$ cat src/rtl/my_16regbank.sv
// Sixteen-entry W-bit register bank with one-hot write decode, write acknowledge and write counter.
// Define MY_16REGBANK_R0ZERO_EN to make r0 a constant-zero register (writes to address 0 still acknowledged).
module my_16regbank #(
   parameter int W = 4
) (
   input  logic         clk,
   input  logic         rst,
   input  logic         clr,
   input  logic         wr_en,
   input  logic [3:0]   wr_addr,
   input  logic [W-1:0] wr_data,
   output logic [W-1:0] r0,
   output logic [W-1:0] r1,
   output logic [W-1:0] r2,
   output logic [W-1:0] r3,
   output logic [W-1:0] r4,
   output logic [W-1:0] r5,
   output logic [W-1:0] r6,
   output logic [W-1:0] r7,
   output logic [W-1:0] r8,
   output logic [W-1:0] r9,
   output logic [W-1:0] r10,
   output logic [W-1:0] r11,
   output logic [W-1:0] r12,
   output logic [W-1:0] r13,
   output logic [W-1:0] r14,
   output logic [W-1:0] r15,
   output logic [15:0]  last_onehot,
   output logic         wr_done,
   output logic [7:0]   wr_count
);

`ifdef MY_16REGBANK_R0ZERO_EN
   localparam bit R0_ZERO = 1'b1;
`else
   localparam bit R0_ZERO = 1'b0;
`endif

   logic [15:0]        wr_sel;
   logic               wr_accept;
   logic [15:0][W-1:0] bank;

   // NOTE: every variable written in always_comb gets a default first, so no path leaves it unassigned and no latch is inferred.
   always_comb begin
      wr_sel          = '0;
      wr_sel[wr_addr] = 1'b1;
   end

   // clr outranks a coincident write; rst is handled by priority inside the flops.
   assign wr_accept = wr_en & ~clr;

   // NOTE: sequential state uses non-blocking assignments so all flops sample the same pre-edge values.
   // NOTE: the bank is reset because its cleared contents are architecturally visible on r0..r15.
   always_ff @(posedge clk) begin
      if (rst || clr) begin
         bank <= '0;
      end else if (wr_en) begin
         for (int i = 0; i < 16; i++) begin
            if (wr_sel[i] && !(R0_ZERO && i == 0)) begin
               bank[i] <= wr_data;
            end
         end
      end
   end

   always_ff @(posedge clk) begin
      if (rst) begin
         last_onehot <= '0;
         wr_done     <= 1'b0;
         wr_count    <= '0;
      end else begin
         wr_done <= wr_accept;
         if (wr_accept) begin
            last_onehot <= wr_sel;
            wr_count    <= wr_count + 8'd1;
         end
      end
   end

`ifdef MY_16REGBANK_R0ZERO_EN
   assign r0  = '0;
`else
   assign r0  = bank[0];
`endif
   assign r1  = bank[1];
   assign r2  = bank[2];
   assign r3  = bank[3];
   assign r4  = bank[4];
   assign r5  = bank[5];
   assign r6  = bank[6];
   assign r7  = bank[7];
   assign r8  = bank[8];
   assign r9  = bank[9];
   assign r10 = bank[10];
   assign r11 = bank[11];
   assign r12 = bank[12];
   assign r13 = bank[13];
   assign r14 = bank[14];
   assign r15 = bank[15];

   // With r0 hard-wired to zero its flop only feeds nothing; keep it referenced so lint stays quiet.
   logic unused_bank0;
   assign unused_bank0 = ^bank[0];

endmodule

$ cat config.mk
export PLATFORM = sky130hd
export DESIGN_NAME = my_16regbank
export DESIGN_NICKNAME = d
export VERILOG_FILES = /design/src/rtl/my_16regbank.sv
export SDC_FILE = /design/constraint.sdc
export NUM_CORES = 1
export LEC_CHECK = 0
export ABC_AREA = 1
export CORE_ASPECT_RATIO = 0.6
export CORE_MARGIN = 8
export CORE_UTILIZATION = 52
export CTS_BUF_LIST = sky130_fd_sc_hd__clkbuf_2 sky130_fd_sc_hd__clkbuf_4 sky130_fd_sc_hd__clkbuf_8
export CTS_CLUSTER_DIAMETER = 40
export DETAILED_ROUTE_END_ITERATION = 8
export GPL_TIMING_DRIVEN = 1
export PLACE_DENSITY = 0.88
export SETUP_SLACK_MARGIN = 0.02
export SYNTH_ARGS = -nofsm -noshare
export SYNTH_HDL_FRONTEND = slang
export SYNTH_SLANG_ARGS = --single-unit
$ cat constraint.sdc
create_clock -name clk -period 2.3 [get_ports clk]
set_clock_uncertainty 0.2 [all_clocks]
set_input_delay 0.23 -clock clk [delete_from_list [all_inputs] [get_ports clk]]
set_output_delay 0.23 -clock clk [all_outputs]
set_load 0.1 [all_outputs]
### Yosys cells after proc, flatten, opt, wreduce, memory -nomap -nowiden

Index checks and enable logic that the tools add are counted.

* add/sub/neg operators: 1
* order comparisons: 2
* mux-type cells: 2
* bitwise gates (word level): 2
* reduce and logical (&&, ||, !) cells: 18

Operators by type and width (number)
* AND reduction 2 bit: 16
* adder 8 x 1 -> 8 bit (second input constant): 1
* less-than comparator 4 x 5 -> 1 bit (second input constant): 1
* demux 1 bit (select 4 bit): 1
* greater-or-equal comparator 4 x 1 -> 1 bit (second input constant): 1
* bitwise AND 1 bit: 1
* logical AND 1 bit: 1
* logical OR 1 bit: 1
* 2-to-1 mux 1 bit: 1
* NOT 1 bit: 1

* bits in registers: 89
* bits of input ports: 12
* output and inout port bits: 89

### Longest topological paths before layout

* depth after elaboration: 5
* gate-level depth with buffers: 7
* gate-level depth less buffers: 7

### Worst setup path after synthesis

OpenSTA, ideal clock, no wires.

* path type: register to register
* start: register wr_count[1]
* end: register wr_count[6]
* arrival: 1.729 ns
* required time: 1.981 ns
* path slack: 0.252 ns
* cell stages (with the launch flop): 7
* path buffers: 0
* clock period less this slack: 2.048 ns
* cell sequence: dfxtp_1 ha_1 nand3_1 nor2_1 nand3_1 nand2_1 nor2_1

* word-level cells in the longest chain between the ends: 1

RTL lines
* start, declared: RTL line 30 `output logic [7:0] wr_count`
* start signal, assigned: RTL line 75 `wr_count <= wr_count + 8'd1;`
* adder 8 x 1 -> 8 bit: RTL line 75

Every way passes these cells.
A chain may end at the register's enable or synchronous reset.

### Worst setup path after layout

* start: input port wr_addr[1]
* end: register bank, in the netlist r15[1]

* word-level cells in the longest chain between the ends: 5

RTL lines
* start, declared: RTL line 10 `input logic [3:0] wr_addr,`
* less-than comparator 4 x 5 -> 1 bit (not written as such) or greater-or-equal comparator 4 x 1 -> 1 bit (tied branches): RTL line 46 `wr_sel[wr_addr] = 1'b1;`
* logical AND 1 bit (not written as such): RTL line 46
* 2-to-1 mux 1 bit (not written as such): RTL line 46
* demux 1 bit (select 4 bit) (*): RTL line 46
* AND reduction 2 bit (no line) (*)
* end signal, assigned by index: RTL line 60 `bank[i] <= wr_data;`
* end, declared: RTL line 41 `logic [15:0][W-1:0] bank;`

Every way passes the cells marked *; elsewhere a longest branch is shown, timed or not.

==> key figures <==
Finish
  • Fin nets: 545
  • Fin cells: 620
  • Cell area after layout: 4350 um2
  • P&R area growth vs syn: 32.1%
  • # diodes: 0
  • Fraction of layout cells with a size suffix above 1: 23.5%
  • Core Util, Final: 71.2%

Hold path
  • Worst Hold Class: flop to flop

Setup path
  • CP Class: input port to flop
  • Slowest CP cell: clkdlybuf4s50_1
  • Crit-path cells: clkdlybuf4s50_1, nand2_1, nor2_1, inv_1, nor2_1, nor2_1
  • Worst R2R Path Depth: 6
  • CP top delay family: simple AND/OR/NAND/NOR gates
  • CP Launch Type: input port
  • WP buf/inv: 2
  • Critical path arrival: 1690 ps
  • Worst setup EP type: flop
  • Worst reg2reg setup slack: 860 ps
  • R2R Path Start: wr_count[1]
  • Worst R2R End: wr_count[6]
  • Crit path to: r15[1]
  • CP required: 2340 ps
  • Setup crit start: wr_addr[1]
  • Most frequent CP cell: nor2_1
  • Levels on crit path: 6
  • CP peak stage delay: 520 ps
  • Worst-path maximum fanout: 8

Power
  • Clock power share: 36.4%
  • Total net switching power: 0.000771 W
  • Leak Pwr: 1.99 nW
  • Logic pwr share: 10.2%
  • Total power draw: 0.00293 W
  • PwrDens: 674 nW/um2
  • Net Sw Frac: 26.3%
  • VDD IR max: 0.000334 V
  • Internal power: 0.00216 W
  • Sequential power share: 53.4%

Yosys
  • Cell variety after synth: 18
  • Post-Syn Area per Cell: 7.55 um2
  • Post-synthesis xor/xnor area fraction: 0.266%
  • Synthesized instance count: 436
  • Synth Area in Simple Gates: 27.7%
  • Yosys top cell by area: dfxtp_1
  • #FFs+latches synth: 89
  • Post-synthesis mux area share: 0%
  • Syn. warnings: 0
  • Synth top area share: 54.1%
  • Post-synthesis compound-gate area fraction: 11.9%
  • Sequential share of the synthesized area: 54.1%
  • Synth Cell Area: 3290 um2
  • Syn_nets: 449
  • Largest family of logic cells by synthesized area: simple AND/OR/NAND/NOR gates
  • Synth top area cells: dfxtp_1 (54%), nor2_1 (14%), o21ai_0 (11%), nand2_1 (4.0%), nor3_1 (3.6%)
  • Adder-Cell Fraction of Synth Area: 0.380%

Timing
  • Final setup vio count: 0
  • Period utilisation layout: 71.8%
  • Fmax: 0.605 GHz
  • Max-slew violation count: 0
  • Max_slew headroom: 48.8%
  • Worst-Margin Slew: 765 ps
  • Final hold viol count: 0
  • Final min period: 1650 ps
  • RSZ-0062 raised after global routing: no
  • Setup_tns: 0 ps

Floorplan
  • Die area: 9220 um2
  • Starting Density: 53.9%
  • Height of the die: 77.6 um
  • DIE WIDTH: 119 um
  • Ports: 101
  • Row count: 22
  • Core ar.: 6110 um2

Clocking
  • Clock Path Buffers: 2
  • CTS clk-pin slew, worst paths: 80 ps
  • Post-CTS Resized: 0
  • Setup bufs post-CTS: 0
  • Num CTS Buffers: 9
  • CTS sink cnt: 89
  • Hold buffers post-CTS: 0
  • Worst skew pair latency: 350 ps
  • CTS Root Cell: clkbuf_8
  • CTS tree: yes
  • Max H-tree Level: 3

GRT
  • First-pass GRT wire length: 15.6 mm
  • Largest net degree at the start of global routing: 37
  • Grt ovf: 0
  • Vias in the first global route: 3,075
  • All-Layer GR Usage: 20.6%
  • Initial antenna violation count: 0

Run
  • MaxCap Viol Count: 0

Route
  • Post-route DRC: 0
  • Drt total wl: 9.61 mm
  • Starting DRT DRC Count: 276
  • WL per Instance: 15.5 um
  • Vias per std cell: 5.22
  • Routed Antenna Nets: 0
  • Drt pass-1 iters: 5
  • Vias post-DR: 3,238

Status
  • Status: finished, final reports clean

Placed design
  • Placed cell area: 4150 um2
  • GPL Wtd Cong: 0.870
  • Placed Cells: 605
  • PortBufs: 100
  • Dpl hpwl: 7.01 mm
## worst reg2reg max path, delay by kind of cell, from the launching register on
family | cells | cell delay (ps)
DFF | 1 | 390
adders and majority gates | 1 | 170
and+or+nand+nor | 5 | 590
## per-layer routing
layer  vias to the layer above  global-route usage [%]  wire length [um]
li1                       1597                       -                 -
met1                      1472                    27.0              4380
met2                       157                    31.9              4200
met3                        12                    6.21               943
met4                         0                    6.65                90
met5                         -                       0                 0
## cell families (layout without fill, tap and decap cells)
group / count (synthesis) / after routing
buffers and inverters: 48 / 148
adders and majority gates: 1 / 1
DFF: 89 / 89
AOI/OAI and AO/OA: 78 / 78
xor gates and xnor gates: 1 / 1
and+or+nand+nor: 219 / 219
## cells in the mapped netlist
cell,number
nand3_2,1
buf_1,1
nor2_2,10
dfxtp_1,89
clkbuf_1,17
o21ai_0,73
nand3_1,23
ha_1,1
nor3_1,24
o21ai_1,2
nor2_1,126
clkinv_1,3
buf_2,6
xor2_1,1
inv_1,19
inv_2,2
a21oi_1,3
nand2_1,35
## final cells by class
| cell class | instances | area, um2 |
|---|---|---|
| clock buffers | 11 | 145 |
| clock inverters | 4 | 53.8 |
| fillers | 510 | 1760 |
| inverters | 24 | 90.1 |
| multi-input cells | 299 | 1330 |
| flip-flops and latches | 89 | 1780 |
| well taps | 84 | 105 |
| repair buffers | 109 | 846 |
## placed cells by master (no fill, tap or decap)
master and instances:
ha_1 1, inv_2 2, dfxtp_1 89, xor2_1 1, bufinv_16 1, o21ai_0 73, inv_1 19, clkbuf_8 10
nor2_1 126, clkinvlp_4 2, nor2_2 9, nor2_4 1, nor3_1 24, buf_4 98, clkinv_4 1, nand3_1 23
clkinv_1 3, clkbuf_4 1, clkdlybuf4s50_1 11, o21ai_1 2, nand2_1 35, nand3_2 1, a21oi_1 3
## flip-flops by register name, summed over array words and instances (netlist names)
| name | count |
|---|---|
| wr_done | 1 |
| r0 | 4 |
| r15 | 4 |
| r10 | 4 |
| r6 | 4 |
| r3 | 4 |
| wr_count | 8 |
| r13 | 4 |
| r7 | 4 |
| last_onehot | 16 |
| r14 | 4 |
| r4 | 4 |
| r8 | 4 |
| r9 | 4 |
| r12 | 4 |
| r5 | 4 |
| r11 | 4 |
| r1 | 4 |
| r2 | 4 |
## power groups by stage
stage	logic [W]	clock network (W)	registers, W
6_report	0.000300	0.00107	0.00157
5_1_grt	0.000318	0.00114	0.00157
4_1_cts	0.000298	0.00108	0.00157
3_5_place_dp	0.000297	0	0.00160
3_3_place_gp	0.000294	0	0.00160
2_1_floorplan	0.0000996	0	0.00171
## how the worst min path moves through the flow
stage / depth (start not counted) / to / start
6_report: 2 / last_onehot[5] / last_onehot[5]
5_1_grt: 2 / last_onehot[4] / last_onehot[4]
4_1_cts: 2 / last_onehot[5] / last_onehot[5]
3_5_place_dp: 2 / last_onehot[5] / last_onehot[5]
3_3_place_gp: 2 / last_onehot[6] / last_onehot[6]
2_1_floorplan: 1 / wr_count[2] / rst
## stage by stage
| step | hold WS, ps | setup WS, ps |
|---|---|---|
| after floorplan | 102 | 252 |
| after global placement | 263 | 368 |
| after detailed placement | 263 | 305 |
| after CTS | 276 | 685 |
| after global routing | 304 | 500 |
| final | 279 | 648 |
Power figures use the tool's default switching activity.
